**src/rtl/param_seq_det.sv**
```systemverilog
// rtl/param_seq_det.sv - parametrised serial bit-pattern detector with saturating match counter
// Full-window compare of the last PAT_LEN accepted bits; Mealy or Moore output selectable.
module param_seq_det #(
  parameter int                 PAT_LEN = 4,
  parameter logic [PAT_LEN-1:0] PATTERN = 4'b1101,
  parameter int                 OVERLAP = 1,
  parameter int                 MOORE   = 0,
  parameter int                 CNT_W   = 8
) (
  input  logic             clk,
  input  logic             rst,
  input  logic             in,
  input  logic             en,
  input  logic             clr_cnt,
  output logic             out,
  output logic [CNT_W-1:0] match_cnt,
  output logic             cnt_sat
);

  localparam int                FILL_W   = $clog2(PAT_LEN);
  localparam logic [FILL_W-1:0] FILL_MAX = FILL_W'(PAT_LEN - 1);
  localparam logic [CNT_W-1:0]  CNT_MAX  = '1;

  logic [PAT_LEN-2:0] hist_q, hist_d;
  logic [FILL_W-1:0]  fill_q, fill_d;
  logic [CNT_W-1:0]   cnt_q, cnt_d;
  logic               sat_q, sat_d;
  logic               out_q, out_d;
  logic [PAT_LEN-1:0] window;
  logic               hit;

  always_comb begin
    window = {hist_q, in};
    // en gates first so an X on in while idle cannot reach hit or state
    hit    = en && (fill_q == FILL_MAX) && (window == PATTERN);
    hist_d = hist_q;
    fill_d = fill_q;
    if (en) begin
      hist_d = window[PAT_LEN-2:0];
      if (fill_q != FILL_MAX) fill_d = fill_q + 1'b1;
      if (hit && (OVERLAP == 0)) fill_d = '0;
    end

    cnt_d = cnt_q;
    if (clr_cnt) begin
      cnt_d = hit ? CNT_W'(1) : '0;
    end else if (hit && (cnt_q != CNT_MAX)) begin
      cnt_d = cnt_q + 1'b1;
    end
    sat_d = (cnt_d == CNT_MAX);
    out_d = hit;
  end

  always_ff @(posedge clk or posedge rst) begin
    if (rst) begin
      hist_q <= '0;
      fill_q <= '0;
      cnt_q  <= '0;
      sat_q  <= 1'b0;
      out_q  <= 1'b0;
    end else begin
      hist_q <= hist_d;
      fill_q <= fill_d;
      cnt_q  <= cnt_d;
      sat_q  <= sat_d;
      out_q  <= out_d;
    end
  end

  assign out       = (MOORE != 0) ? out_q : hit;
  assign match_cnt = cnt_q;
  assign cnt_sat   = sat_q;

endmodule
```
**config.mk**
```make
export PLATFORM = sky130hd
export DESIGN_NAME = param_seq_det
export DESIGN_NICKNAME = d
export VERILOG_FILES = /design/src/rtl/param_seq_det.sv
export SDC_FILE = /design/constraint.sdc
export NUM_CORES = 1
export LEC_CHECK = 0
export CORE_MARGIN = 2
export CORE_UTILIZATION = 45
export CTS_CLUSTER_SIZE = 16
export DETAILED_ROUTE_END_ITERATION = 16
export PLACE_DENSITY = 0.68
export SETUP_SLACK_MARGIN = 0.3
export SLEW_MARGIN = 25
export SYNTH_ARGS = -nofsm -noshare
export SYNTH_HDL_FRONTEND = slang
export SYNTH_SLANG_ARGS = --single-unit
```
**constraint.sdc**
```tcl
create_clock -name clk -period 2.6 [get_ports clk]
set_clock_uncertainty 0.15 [all_clocks]
set_input_delay 0.52 -clock clk [delete_from_list [all_inputs] [get_ports clk]]
set_output_delay 0.52 -clock clk [all_outputs]
set_load 0.01 [all_outputs]
```
==> impl_metrics.py, run 1 <==
metrics = {
    "sta": {
        "maxSlewViolCount": 0,
        "final_hold_viol_count": 0,
        "fin_crit_sh_pct": 87.1,
        "max-slew-margin-rel_pct": 63.9,
        "hold_ws_ns": 0.346,
        "rsz0062_at_grt": "no",
        "finalCriticalPeriod_ns": 2.26,
        "setup_violations": 0,
        "tns_ns": 0,
        "tightest_slew_ns": 0.541,
        "fmax_ghz": 0.442,
        "setup_ws_ns": 0.336,
    },
    "outcome": {
        "status": "finished, final reports clean",
    },
    "layout": {
        "final_area_um2": 961,
        "drive_gt1_share_pct": 20.0,
        "n_antenna_cell": 0,
        "fin_util_pct": 63.1,
        "syn_to_final_growth_pct": 29.1,
        "layout_commonest_cell": "dfrtp_1",
        "nNetsFinal": 98,
        "most-common-layout-cells": "dfrtp_1, clkdlybuf4s50_1, nand2_1",
    },
    "min_path": {
        "hp-start": "fill_q[0]",
        "hp-class": "register to register",
        "min_path_cells": 1,
        "holdPathEnd": "fill_q[0]",
    },
    "worst_setup_path": {
        "crit_required_ns": 1.93,
        "reg2reg_depth": 7,
        "max_stage_delay_ns": 0.46,
        "critPathTopFamily": "buffers and inverters",
        "crit_arrival_ns": 1.59,
        "crit_chain": "clkdlybuf4s50_1 -> and4b_1 -> and2_2 -> dlygate4sd2_1",
        "r2r_end": "cnt_sat",
        "rrSetupSlack_ns": 0.54,
        "cp_max_fo": 2,
        "regToRegStartpoint": "fill_q[0]",
        "timing.critical_path.buf_inv": 2,
        "path_class": "input port to primary output",
        "end_kind": "primary output",
        "start_kind": "input port",
        "slowest_stage": "clkdlybuf4s50_1",
    },
    "clock_tree": {
        "cts_tree": "yes",
        "cts_buffers": 3,
        "ctsLongestPathBuffers": 2,
        "holdBufCountCts": 0,
        "worst_skew_pair.late_latency_ns": 0.28,
        "root_buffer": "clkbuf_4",
        "htreeDepth": 1,
        "clock-sinks": 14,
        "cts_setup_buffers": 0,
        "clk_pin_slew_ns": 0.09,
    },
    "detailed_routing": {
        "vias_per_cell": 5.66,
        "dr.pass1.iters": 4,
        "avgRoutedWirePerCell_um": 13.6,
        "routed-via-count": 600,
        "wl_mm": 1.44,
        "ant_nets": 0,
        "drc": 0,
        "drtIter0Drc": 8,
    },
    "global_routing": {
        "met1_usage_pct": 21.3,
        "grt_pass1_vias": 552,
        "gr-usage-met2_pct": 26.7,
        "grt_max_degree": 15,
        "use_met3_pct": 2.45,
        "grt-ovfl-total": 0,
        "antenna_found_initial": 0,
        "gr-usage-all-layers_pct": 16.7,
        "busiest_layer": "met2",
        "grt_pass1_wl_mm": 2.39,
    },
    "power_and_ir_drop": {
        "max-vdd-ir-drop_mv": 0.377,
        "p_per_area_nw_per_um2": 514,
        "leakage_nw": 0.441,
    },
    "synth": {
        "syn_nets": 76,
        "synth-seq-cells": 14,
        "synth_area_per_cell_um2": 10.8,
        "syn-instance-count": 69,
        "synthesis.area_um2": 744,
        "synth_cell_types": 27,
        "seq_area_frac_synth_pct": 47.1,
        "yosysWarningCount": 0,
    },
    "die": {
        "start_util_pct": 48.9,
        "die_y_um": 44.7,
        "io_pins": 15,
        "die_area_um2": 2000,
        "coreArea_um2": 1520,
        "die_x_um": 44.7,
        "num_rows": 14,
    },
    "placement": {
        "pre_cts_ws_ns": 0.0618,
        "placed_area_um2": 923,
        "gp_congestion": 0.813,
        "place_hpwl_mm": 1.09,
        "io_buffers": 14,
    },
    "job": {
        "drv_cap": 0,
    },
}
==> area by class of cell <==
| type | count | area (µm²) |
|---|---|---|
| fill | 129 | 563 |
| inverter | 2 | 7.51 |
| multi-input combinational | 52 | 378 |
| tap | 16 | 20.0 |
| timing repair buffer | 18 | 169 |
| sequential | 14 | 350 |
| clock buffer | 4 | 36.3 |
==> how the worst max path moves through the flow <==
stage	from	endpoint	cells after the start
3_5_place_dp	in	out	4
3_3_place_gp	in	out	4
2_1_floorplan	fill_q[0]	cnt_sat	7
6_report	in	out	4
4_1_cts	fill_q[0]	out	4
5_1_grt	in	out	4
==> state kept, by name, indices dropped and copies added (netlist names) <==
| signal | count |
|---|---|
| cnt_sat | 1 |
| fill_q | 2 |
| match_cnt | 8 |
| hist_q | 3 |
==> metal layers <==
| metal | share of wire [%] | routed length (µm) |
|---|---|---|
| met3 | 3.9 | 56 |
| met4 | 1.2 | 18 |
| met1 | 47 | 671 |
| met5 | 0 | 0 |
| met2 | 48 | 697 |
==> what timing repair did <==
item / in CTS / in global routing
setup endpoints to repair: 1 / 1
cloned: 0 / 0
resized for setup: 1 / 1
==> Yosys cell counts <==
library cell	instances	area, µm²
dfrtp_1	14	350
nand2_1	7	26.3
nor2_1	5	18.8
and4b_1	4	40.0
mux2_2	4	45.0
and3_1	3	18.8
nand3_1	3	15.0
a21oi_1	2	10.0
a31oi_1	2	12.5
and2_2	2	15.0
ha_1	2	25.0
inv_1	2	7.51
mux2i_1	2	20.0
o21ai_0	2	10.0
o21ai_1	2	10.0
xor2_1	2	17.5
a211oi_2	1	12.5
a311oi_2	1	15.0
a32o_1	1	10.0
a41oi_1	1	8.76
and2_1	1	6.26
and4_2	1	10.0
buf_6	1	11.3
nor2b_1	1	6.26
nor3_1	1	5.00
o2111a_1	1	11.3
or2_1	1	6.26
==> where the power goes <==
group	leakage, nW	switching [mW]	internal, mW
Sequential	0.184	0.0168	0.242
Combinational	0.236	0.0306	0.0452
Clock	0.0210	0.0739	0.0853
==> through the flow <==
step | cells | total power, mW
floorplan | 69 | 0.309
global placement | 102 | 0.335
CTS | 106 | 0.500
finish | 106 | 0.494
global route | 106 | 0.519
detailed placement | 102 | 0.340
==> cell families (layout without fill, tap and decap cells) <==
kind of cell	Yosys count	count (layout)	synth area share, %
flip-flops	14	14	47.1
buffers and inverters	3	24	2.52
multiplexers	6	6	8.74
XOR/XNOR	2	2	2.35
AO/OA/AOI/OAI	13	13	13.4
adder cells (fa/ha/maj)	2	2	3.36
AND/OR/NAND/NOR	29	29	22.5
No activity file was read; power rests on OpenSTA's default activity.
==> run 2: changes to the inputs <==
- HOLD_SLACK_MARGIN: unset -> 0.03
==> results of run 2 <==
The final DEF is identical to that of run 1; final timing and power are the same.
